<file path="config.mk">
export PLATFORM = sky130hd
export DESIGN_NAME = eeprom_access_arbiter
export DESIGN_NICKNAME = d
export VERILOG_FILES = /design/src/rtl/eeprom_access_arbiter.sv
export SDC_FILE = /design/constraint.sdc
export NUM_CORES = 1
export LEC_CHECK = 0
export ABC_AREA = 1
export CORE_ASPECT_RATIO = 0.75
export CORE_MARGIN = 1.5
export CORE_UTILIZATION = 50
export DETAILED_ROUTE_END_ITERATION = 6
export PLACE_DENSITY = 0.78
export SYNTH_ARGS = -nofsm -noshare
export SYNTH_HDL_FRONTEND = slang
export SYNTH_SLANG_ARGS = --single-unit
</file>
<file path="constraint.sdc">
create_clock -name clk -period 4.5 [get_ports clk]
set_clock_uncertainty 0.05 [all_clocks]
set_input_delay 0.45 -clock clk [delete_from_list [all_inputs] [get_ports clk]]
set_output_delay 0.45 -clock clk [all_outputs]
set_load 0.05 [all_outputs]
</file>
<file path="src/rtl/eeprom_access_arbiter.sv">
// eeprom_access_arbiter
//   Shares one AT25010 EEPROM command port between NUM_REQ on-chip requesters
//   (key loader, card-ID list checker, provisioning writer). Requesters are
//   granted round-robin. One command is in flight at a time, and the response
//   goes back to the granted requester. A watchdog turns a hung transaction
//   into an error response, so no requester can hold the port forever.
//
// Ports
//   clk, rst_n                  clock, async active-low reset
//   req_valid[i]                request from requester i, held until req_ready[i]
//   req_type/addr/wdata         per-requester command fields, slice i = requester i
//   req_ready[i]                one-cycle accept pulse
//   resp_done/resp_error[i]     one-cycle response pulse (error valid with done)
//   resp_rdata                  shared read data, held until the next response
//   grant_id                    current/last granted requester
//   busy                        transaction in flight (ISSUE or WAIT)
//   eep_cmd_*                   command/response handshake to the EEPROM interface
module eeprom_access_arbiter #(
  parameter int          NUM_REQ         = 3,
  parameter logic [31:0] WATCHDOG_CYCLES = 32'd100000
) (
  input  logic                 clk,
  input  logic                 rst_n,
  input  logic [NUM_REQ-1:0]   req_valid,
  input  logic [3*NUM_REQ-1:0] req_type,
  input  logic [7*NUM_REQ-1:0] req_addr,
  input  logic [8*NUM_REQ-1:0] req_wdata,
  output logic [NUM_REQ-1:0]   req_ready,
  output logic [NUM_REQ-1:0]   resp_done,
  output logic [NUM_REQ-1:0]   resp_error,
  output logic [7:0]           resp_rdata,
  output logic [2:0]           grant_id,
  output logic                 busy,
  output logic                 eep_cmd_valid,
  input  logic                 eep_cmd_ready,
  output logic [2:0]           eep_cmd_type,
  output logic [6:0]           eep_cmd_addr,
  output logic [7:0]           eep_cmd_wdata,
  input  logic [7:0]           eep_cmd_rdata,
  input  logic                 eep_cmd_done,
  input  logic                 eep_cmd_error
);

  typedef enum logic [1:0] {S_IDLE, S_ISSUE, S_WAIT} state_t;

  // Packed per-requester views of the flat field buses.
  logic [NUM_REQ-1:0][2:0] rtype;
  logic [NUM_REQ-1:0][6:0] raddr;
  logic [NUM_REQ-1:0][7:0] rwdata;
  assign rtype  = req_type;
  assign raddr  = req_addr;
  assign rwdata = req_wdata;

  state_t               state, state_d;
  logic [2:0]           last_grant, last_d, grant_d, sel_idx, cand;
  logic                 sel_found, expire, vld_d, busy_d;
  logic [NUM_REQ-1:0]   grant_oh, sel_oh, rdy_d, done_d, err_d;
  logic [31:0]          wdog, wdog_d;
  logic [2:0]           type_d;
  logic [6:0]           addr_d;
  logic [7:0]           wdata_d, rdata_d;

  for (genvar i = 0; i < NUM_REQ; i++) begin : g_oh
    assign grant_oh[i] = (grant_id == 3'(i));
    assign sel_oh[i]   = (sel_idx  == 3'(i));
  end

  // Round-robin pick. The scan runs from the far end down, so the last hit
  // is the first valid requester after last_grant.
  always_comb begin
    sel_found = 1'b0;
    sel_idx   = '0;
    cand      = '0;
    for (int k = NUM_REQ; k >= 1; k--) begin
      cand = 3'((int'(last_grant) + k) % NUM_REQ);
      if (req_valid[cand]) begin
        sel_found = 1'b1;
        sel_idx   = cand;
      end
    end
  end

  // Expiry fires on the edge where the counter reads 1. A counter loaded
  // with N on ISSUE entry therefore responds exactly N cycles later.
  assign expire = (WATCHDOG_CYCLES != 32'd0) && (wdog == 32'd1);

  always_comb begin
    state_d = state;
    rdy_d   = '0;
    done_d  = '0;
    err_d   = '0;
    vld_d   = eep_cmd_valid;
    grant_d = grant_id;
    last_d  = last_grant;
    wdog_d  = wdog;
    type_d  = eep_cmd_type;
    addr_d  = eep_cmd_addr;
    wdata_d = eep_cmd_wdata;
    rdata_d = resp_rdata;
    if (state != S_IDLE && WATCHDOG_CYCLES != 32'd0 && wdog != 32'd0)
      wdog_d = wdog - 32'd1;
    case (state)
      S_IDLE: begin
        if (sel_found) begin
          state_d = S_ISSUE;
          rdy_d   = sel_oh;
          grant_d = sel_idx;
          type_d  = rtype[sel_idx];
          addr_d  = raddr[sel_idx];
          wdata_d = rwdata[sel_idx];
          vld_d   = 1'b1;
          wdog_d  = WATCHDOG_CYCLES;
        end
      end
      S_ISSUE: begin
        // A done arriving here is stray and is dropped.
        if (expire) begin
          state_d = S_IDLE;
          done_d  = grant_oh;
          err_d   = grant_oh;
          vld_d   = 1'b0;
          last_d  = grant_id;
          wdog_d  = '0;
        end else if (eep_cmd_valid && eep_cmd_ready) begin
          vld_d   = 1'b0;
          state_d = S_WAIT;
        end
      end
      S_WAIT: begin
        // Done takes priority over a same-edge watchdog expiry.
        if (eep_cmd_done) begin
          state_d = S_IDLE;
          rdata_d = eep_cmd_rdata;
          done_d  = grant_oh;
          err_d   = eep_cmd_error ? grant_oh : '0;
          last_d  = grant_id;
          wdog_d  = '0;
        end else if (expire) begin
          state_d = S_IDLE;
          done_d  = grant_oh;
          err_d   = grant_oh;
          last_d  = grant_id;
          wdog_d  = '0;
        end
      end
      default: state_d = S_IDLE;
    endcase
    busy_d = (state_d != S_IDLE);
  end

  always_ff @(posedge clk or negedge rst_n) begin
    if (!rst_n) begin
      state         <= S_IDLE;
      last_grant    <= 3'(NUM_REQ - 1);
      wdog          <= '0;
      req_ready     <= '0;
      resp_done     <= '0;
      resp_error    <= '0;
      resp_rdata    <= '0;
      grant_id      <= '0;
      busy          <= 1'b0;
      eep_cmd_valid <= 1'b0;
      eep_cmd_type  <= '0;
      eep_cmd_addr  <= '0;
      eep_cmd_wdata <= '0;
    end else begin
      state         <= state_d;
      last_grant    <= last_d;
      wdog          <= wdog_d;
      req_ready     <= rdy_d;
      resp_done     <= done_d;
      resp_error    <= err_d;
      resp_rdata    <= rdata_d;
      grant_id      <= grant_d;
      busy          <= busy_d;
      eep_cmd_valid <= vld_d;
      eep_cmd_type  <= type_d;
      eep_cmd_addr  <= addr_d;
      eep_cmd_wdata <= wdata_d;
    end
  end

endmodule

</file>
Word-level counts from Yosys, hierarchy flattened
Cells that the tools add are included.

operators by class
  equality and inequality tests = 9
  $lt $le $gt $ge = 4
  reduce and logical (&&, ||, !) cells = 13
  muxes and demuxes = 44
  $add $sub $neg = 4
  divide/modulo/power cells = 3

operators by type and width
  cell                   number
  $mux 32                4
  $mod 32x3->32 const B  3
  $pmux 32 s3            1
  $mux 3                 12
  $eq 32x1->1 const B    1
  $reduce_bool 32->1     1
  $sub 32x1->32 const B  1
  $pmux 3 s2             3
  $bmux 8 s2             1
  $bmux 7 s2             1
  $lt 3x3->1 const B     4
  $mux 2                 5
  $mux 1                 9
  $add 3x2->4 const B    2
  $mux 8                 1
  $reduce_bool 2->1      4
  $mux 7                 1
  $bmux 1 s2             3
  $bmux 3 s2             1
  $eq 3x1->1 const B     2
  $eq 3x2->1 const B     2
  $logic_not 3->1        2
  $pmux 2 s3             1
  $add 3x1->4 const B    1
  9 further kinds        11

storage, ports and cells
  input port bits = 70
  flip-flop bits (word level) = 77
  word-level logic and storage cells = 90
  output and inout bits = 40

Logic depth before layout (Yosys ltp)
Gate-level depths: netlist of run 1.

  depth after elaboration = 10
  depth in mapped cells = 29
  depth with buffers taken out = 28

Worst setup path before layout of run 1
OpenSTA, ideal clock, no wires.

  kind = register to register
  start = register last_grant[1]
  end = register eep_cmd_addr[0]
  period minus slack after synthesis = 3.353 ns
  buffers on the path = 1
  required time = 4.328 ns
  library setup time = 0.122 ns
  path slack = 1.147 ns
  arrival time = 3.181 ns
  stages on the path, launching flop included = 23
  cells stage by stage = dfstp_2 > inv_1 > ha_1 > ha_1 > ha_1 > inv_1 > nand3_2 > nand2_1 > nand2_1 > ha_1 > inv_1 > nand3_4 > nand2_1 > nand2_2 > nand3_4 > nand2_2 > nand2_4 > nand3_4 > nand2_4 > inv_6 > buf_6 > nor2_1 > a21oi_1

on the way
  word-level cells in the longest chain between the ends = 9
  elaborated cells on any way between the ends = 21
  classes of those cells = add/sub (3); div (3); mux (14); reduce/logical (1)

RTL lines
  element                       RTL line  text
  start: declaration            55        logic [2:0] last_grant, last_d, grant_d, sel_idx, cand;
  start signal: assignment      154       last_grant <= 3'(NUM_REQ - 1);
  start signal: assignment      168       last_grant <= last_d;
  $add 3x2->4                   75        cand = 3'((int'(last_grant) + k) % NUM_REQ);
  $mod 32x3->32                 75
  $bmux 1 s2                    76        if (req_valid[cand]) begin
  $mux 1 (not written as such)  76
  $mux 3 (3 in series)          76
  $bmux 7 s2                    109       addr_d = raddr[sel_idx];
  $mux 7 (not written as such)  109
  end signal: assignment        178       eep_cmd_addr <= addr_d;
  end: declaration              37        output logic [6:0] eep_cmd_addr,

Several ways; a longest one is shown, not always the timed one. The select of a mux whose other input is x is not followed.
A chain may end at the register's enable or synchronous reset.

Worst setup path in the final report of run 1
  start = register last_grant[0]
  end = register wdog[13]

on the way
  word-level cells in the longest chain between the ends = 9
  elaborated cells on any way between the ends = 17
  classes of those cells = add/sub (3); div (3); mux (11)

RTL lines
  element                       RTL line  text
  $add 3x2->4                   75
  $mod 32x3->32                 75
  $bmux 1 s2                    76
  $mux 1 (not written as such)  76
  $mux 1 (2 in series)          76
  $mux 1 *                      76
  $mux 32 *                     104       if (sel_found) begin
  $pmux 32 s3 *                 102       case (state)
  net wdog_d[13]                58        logic [31:0] wdog, wdog_d;
  end signal: assignment        169       wdog <= wdog_d;
  end: declaration              58

The timed path passes the listed nets; every way through them passes the cells marked *. The select of a mux whose other input is x is not followed.

==> impl_metrics.csv, run 1 <==
group,metric,value,unit
status,status,"finished, final reports clean",
cts,clk_latency,0.34,ns
routing,first_pass_iters,5,
sta,slew_headroom,34.2,%
finish,utilization,66.0,%
synthesis,yosys_warnings,0,
die,ios,110,
critical_path,crit_path_max_fanout,26,
cts,postCtsSetupBuffers,0,
sta,fmaxAchievable,0.246,GHz
synthesis,async_reset_ff_share,100,%
finish,nets,937,
cts,h-tree-depth,3,
synthesis,synth_edf_count,0,
synthesis,yosysSeqAreaShare,35.6,%
synthesis,synth_commonest_cells,"nand2_1, nor2_1, inv_1, nand3_1, dfrtp_1",
cts,max-clock-path-buffers,2,
critical_path,cp_top_family,"simple AND/OR/NAND/NOR gates",
placement,portBuffers,109,
synthesis,synth_most_common_cell,"nand2_1",
finish,antennaDiodeCount,0,
critical_path,ff2ff_setup_slack,0.44,ns
die,die_h,93.1,um
cts,cts_tree,"built",
cts,cts_hold_buf,0,
synthesis,syn_nets,831,
sta,final_period_minus_worst_setup_slack,4.06,ns
critical_path,critPathKind,"reg2reg",
cts,cts_sinks,77,
cts,root_buffer,"clkbuf_16",
critical_path,ff2ff_path_depth,21,
finish,area_growth,27.0,%
die,rows,32,
critical_path,worstSetupEndpointType,"flip-flop",
routing,drt_iter0_markers,457,
critical_path,start_kind,"flip-flop",
die,die_area,11500,sq um
min_path,hold_class,"in2async",
synthesis,post_synth.cell_area_avg,7.36,sq um
synthesis,synth_top_area_share,35.1,%
global_route,grtUsageTotal,27.0,%
critical_path,cp_data_arrival_time,4.19,ns
routing,remaining_drc_errors,0,
synthesis,synth-seq-cells,77,
synthesis,synth_cells,735,
synthesis,ys_types,37,
placement,gp_congestion,0.889,
critical_path,required,4.63,ns
routing,wl,14.7,mm
sta,tightest_slew,0.987,ns
sta,tns,0,ns
cts,cts_inserted_buffers,9,
routing,postRouteAntennaNets,0,
sta,setup_viol,0,
sta,rsz0062_at_grt,"no",
global_route,grt_max_degree,78,
critical_path,cp-startpoint,"last_grant[0]$_DFFE_PN0P_",
flow_run,max-cap-violations,0,
die,core-area,10400,sq um
routing,wl_per_cell,15.0,um
critical_path,crit_chain,"ha_1 -> nand2_1 -> nand3_1 -> inv_1 -> ha_1 -> ha_1 -> inv_1 -> nand3_2 -> nand2_1 -> nand2_1 -> ha_1 -> inv_1 -> nand3_4 -> o21ai_0 -> nand2_1 -> nand2_2 -> nand2_4 -> nand3_4 -> nor2_4 -> nor2_4 -> nor2_1",
critical_path,crit_buf_inv,3,
synthesis,synth.area.top_cells,"dfrtp_1, nand2_1, nand3_1",
global_route,grt_overflow,0,
critical_path,cpMaxStageDelayCell,"dfrtp_1",
critical_path,reg2reg_to,"wdog[13]$_DFF_PN0_",
placement,post-dp-hpwl,11.2,mm
critical_path,critical_path.max_stage_delay,0.67,ns
die,initial_core_util,52.0,%
synthesis,synth_area,5410,sq um
cts,clk_pin_slew,0.06,ns
routing,vias_per_cell,5.39,
sta,min_period_over_period,90.2,%
global_route,antenna_found_initial,0,
sta,hold_violations,0,
finish,drive_gt1_share,7.92,%
die,dieWidth,123,um
synthesis,synth_top_area_cell,"dfrtp_1",
routing,vias,5294,
global_route,grt_pass1_vias,5018,
sta,finalMaxSlewViolations,0,
synthesis,synthFlopType,"dfrtp_1",
cts,cts_resized,0,
global_route,grt_pass1_wl,24.5,mm
critical_path,r2r_start,"last_grant[0]$_DFFE_PN0P_",
[layer usage]
metal  track usage, %  vias up  wire length, um
li1                 -     2589                -
met1             37.8     2454             6620
met2             41.5      229             6600
met3             7.26       22             1310
met4             6.99        0              218
met5                0        -                0
[final cells by class]
type | count | area [sq um]
clock buffers | 10 | 239
clock inverters | 6 | 68.8
fillers | 922 | 3540
inverters | 107 | 409
multi-input cells | 537 | 2970
flip-flops and latches | 77 | 1930
well taps | 136 | 170
repair buffers | 109 | 1090
[registers in the layout (all words and copies together), names as in the netlist]
signal,flops
grant_id,3
eep_cmd_valid,1
resp_error,3
resp_done,3
last_grant,3
busy,1
eep_cmd_wdata,8
req_ready,3
resp_rdata,8
eep_cmd_addr,7
wdog,32
eep_cmd_type,3
state,2
[worst register-to-register path, stage by stage (launching register included)]
cell and delay, ns:
dfrtp_1 0.67, ha_1 0.26, nand2_1 0.10, nand3_1 0.14
inv_1 0.05, ha_1 0.20, ha_1 0.20, inv_1 0.10
nand3_2 0.12, nand2_1 0.07, nand2_1 0.08, ha_1 0.23
inv_1 0.16, nand3_4 0.12, o21ai_0 0.17, nand2_1 0.09
nand2_2 0.12, nand2_4 0.11, nand3_4 0.12, nor2_4 0.05
nor2_4 0.52, nor2_1 0.17
[placed cells by master (no fill, tap or decap), drive strengths merged, types with 10 or more instances in the layout]
| cell type | count |
|---|---|
| a21oi | 47 |
| clkbuf | 10 |
| clkdlybuf4s50 | 108 |
| dfrtp | 76 |
| ha | 26 |
| inv | 109 |
| nand2 | 139 |
| nand3 | 98 |
| nand4 | 15 |
| nor2 | 114 |
| nor3 | 10 |
| nor4 | 12 |
| o21ai | 27 |
| xor2 | 21 |
[how the worst max path moves through the flow]
| stage | to | slack (ns) | cells after the start |
|---|---|---|---|
| floorplan | eep_cmd_addr[0]$_DFFE_PN0P_ | 1.15 | 22 |
| global placement | eep_cmd_wdata[4]$_DFFE_PN0P_ | 0.67 | 19 |
| detailed placement | wdog[28]$_DFF_PN0_ | 0.51 | 21 |
| CTS | eep_cmd_wdata[4]$_DFFE_PN0P_ | 0.48 | 21 |
| global route | wdog[13]$_DFF_PN0_ | 0.06 | 23 |
| finish | wdog[13]$_DFF_PN0_ | 0.44 | 21 |
[logic make-up (layout without fill, tap and decap cells)]
family / count (synthesis) / count (layout) / share of synthesized area (%)
compound gates: 80 / 80 / 7.70
simple gates: 394 / 394 / 34.8
fa+ha+maj: 26 / 26 / 6.01
buf+inv: 121 / 232 / 9.53
xor+xnor: 29 / 29 / 4.69
mux: 8 / 8 / 1.66
flops: 77 / 77 / 35.6
[per-stage QoR]
stage	setup WS [ns]	hold slack [ns]	cell area, sq um	std cells
finish	0.439	0.202	6870	982
CTS	0.480	0.248	6870	982
global placement	0.672	0.440	6560	966
detailed placement	0.514	0.445	6560	966
global route	0.0629	0.292	6870	982
floorplan	1.15	0.104	5410	735
Power of run 1 is left out: the tool's default activity adds up to more than one toggle a clock period on the data nets, which glitch-free logic cannot reach.
==> run 2, diff against run 1 <==
CTS_BUF_LIST = sky130_fd_sc_hd__clkbuf_4 sky130_fd_sc_hd__clkbuf_8 sky130_fd_sc_hd__clkbuf_16   (was unset)
clock period = 4.2 ns   (was 4.5 ns; I/O delays follow)
==> impl_metrics.csv, run 2 (synthesis gave the netlist of run 1 again) <==
group,metric,value,unit
status,status,"finished, final reports clean",
sta,min_period_over_period,92.9,%
sta,tightest_slew,0.977,ns
die,initial_core_util,52.0,%
finish,area_growth,28.1,%
global_route,grtUsageTotal,26.5,%
critical_path,path_common_cell,"ha_1",
die,rows,32,
critical_path,r2r_start,"last_grant[1]$_DFFE_PN1P_",
sta,slew_headroom,34.8,%
finish,final_cell_area,6930,sq um
finish,layout_commonest_cell,"nand2_1",
sta,setup_ws,0.300,ns
sta,hold_violations,0,
critical_path,reg2reg_to,"eep_cmd_type[1]$_DFFE_PN0P_",
sta,tns,0,ns
global_route,grt_overflow,0,
placement,place_inst,968,
routing,vias_per_cell,5.44,
finish,top_register,"wdog",
routing,drt_iter0_markers,515,
global_route,grt_max_degree,78,
global_route,antenna_found_initial,0,
critical_path,cp_top_family,"simple AND/OR/NAND/NOR gates",
finish,drive_gt1_share,8.15,%
critical_path,ff2ff_path_depth,20,
die,ios,110,
min_path,hold_class,"in2async",
finish,largestRegisters,"wdog (32), eep_cmd_wdata (8), resp_rdata (8)",
cts,root_buffer,"clkbuf_16",
finish,antennaDiodeCount,0,
critical_path,required,4.42,ns
sta,fmaxAchievable,0.256,GHz
placement,portBuffers,109,
routing,remaining_drc_errors,0,
critical_path,start_kind,"flip-flop",
cts,clk_pin_slew,0.06,ns
die,dieWidth,123,um
critical_path,crit_chain,"inv_1 -> ha_1 -> ha_1 -> ha_1 -> inv_1 -> nand3_2 -> nand2_1 -> nand2_1 -> ha_1 -> inv_1 -> nand3_4 -> o21ai_0 -> nand2_1 -> nand2_2 -> nand2_4 -> nand2_2 -> nand2_4 -> inv_4 -> nand3_1 -> a21oi_1",
placement,post-dp-hpwl,10.9,mm
critical_path,ff2ff_setup_slack,0.30,ns
cts,clk_latency,0.34,ns
die,die_area,11500,sq um
flow_run,max-cap-violations,0,
sta,rsz0062_at_grt,"no",
routing,first_pass_iters,5,
placement,postPlaceCellArea,6580,sq um
routing,postRouteAntennaNets,0,
cts,max-clock-path-buffers,2,
cts,cts_tree,"built",
critical_path,crit_path_max_fanout,21,
sta,setup_viol,0,
finish,nFillCells,895,
sta,finalMaxSlewViolations,0,
routing,wl_per_cell,14.8,um
critical_path,critical_path.max_stage_delay,0.63,ns
sta,final_period_minus_worst_setup_slack,3.90,ns
critical_path,cp_data_arrival_time,4.12,ns
routing,wl,14.5,mm
global_route,grt_pass1_vias,4971,
die,core-area,10400,sq um
cts,cts_sinks,77,
routing,vias,5352,
die,die_h,93.1,um
cts,h-tree-depth,3,
finish,final_cell_mix,"nand2_1, nor2_1, clkdlybuf4s50_1, inv_1, nand3_1",
finish,nets,939,
cts,cts_inserted_buffers,9,
global_route,grt_pass1_wl,23.9,mm
critical_path,worstSetupEndpointType,"flip-flop",
finish,largest_register_ffs,32,
placement,place_ws,0.284,ns
critical_path,crit_buf_inv,4,
placement,gp_congestion,0.885,
critical_path,critPathKind,"reg2reg",
finish,finalNonFillerCells,983,
critical_path,cpMaxStageDelayCell,"dfstp_2",
cts,postCtsSetupBuffers,0,
run 2: worst register-to-register path: stages, from the launching register on:
cell	delay [ns]
dfstp_2	0.63
inv_1	0.15
ha_1	0.36
ha_1	0.26
ha_1	0.21
inv_1	0.11
nand3_2	0.12
nand2_1	0.08
nand2_1	0.08
ha_1	0.22
inv_1	0.16
nand3_4	0.12
o21ai_0	0.20
nand2_1	0.09
nand2_2	0.12
nand2_4	0.11
nand2_2	0.11
nand2_4	0.15
inv_4	0.24
nand3_1	0.13
a21oi_1	0.14
run 2: layout make-up:
class | instances | area [sq um] | area share (%)
well taps | 136 | 170 | 2.46
clock inverters | 5 | 108 | 1.55
flip-flops and latches | 77 | 1930 | 27.8
clock buffers | 10 | 233 | 3.36
repair buffers | 111 | 1100 | 15.9
inverters | 107 | 409 | 5.90
multi-input cells | 537 | 2980 | 43.0
run 2: layer usage:
metal / vias up / wire length (um) / global-route usage, %
met2: 273 / 6450 / 40.7
met4: 0 / 221 / 6.90
li1: 2593 / - / -
met1: 2463 / 6580 / 37.2
met3: 23 / 1260 / 6.65
met5: - / 0 / 0
run 2: how the worst max path moves through the flow:
stage | from | endpoint | slack [ns] | depth (start not counted)
floorplan | last_grant[1]$_DFFE_PN1P_ | eep_cmd_addr[0]$_DFFE_PN0P_ | 0.85 | 22
global placement | last_grant[1]$_DFFE_PN1P_ | busy$_DFF_PN0_ | 0.47 | 23
detailed placement | last_grant[1]$_DFFE_PN1P_ | busy$_DFF_PN0_ | 0.28 | 23
CTS | last_grant[1]$_DFFE_PN1P_ | busy$_DFF_PN0_ | 0.28 | 23
global route | last_grant[1]$_DFFE_PN1P_ | eep_cmd_type[0]$_DFFE_PN0P_ | 0.0007 | 22
finish | last_grant[1]$_DFFE_PN1P_ | eep_cmd_type[1]$_DFFE_PN0P_ | 0.30 | 20
run 2: through the flow:
stage,hold WS (ns),util [%]
CTS,0.234,66.5
global route,0.276,66.6
detailed placement,0.444,63.2
finish,0.160,66.6
floorplan,0.0744,-
global placement,0.439,63.2
run 2: timing repair:
action                                 CTS  global route
endpoints found under the hold margin    0             0
setup endpoints to repair                0             7
hold buffers                             0             0
resized for setup                        0             2
Power of run 2 is left out for the same reason.
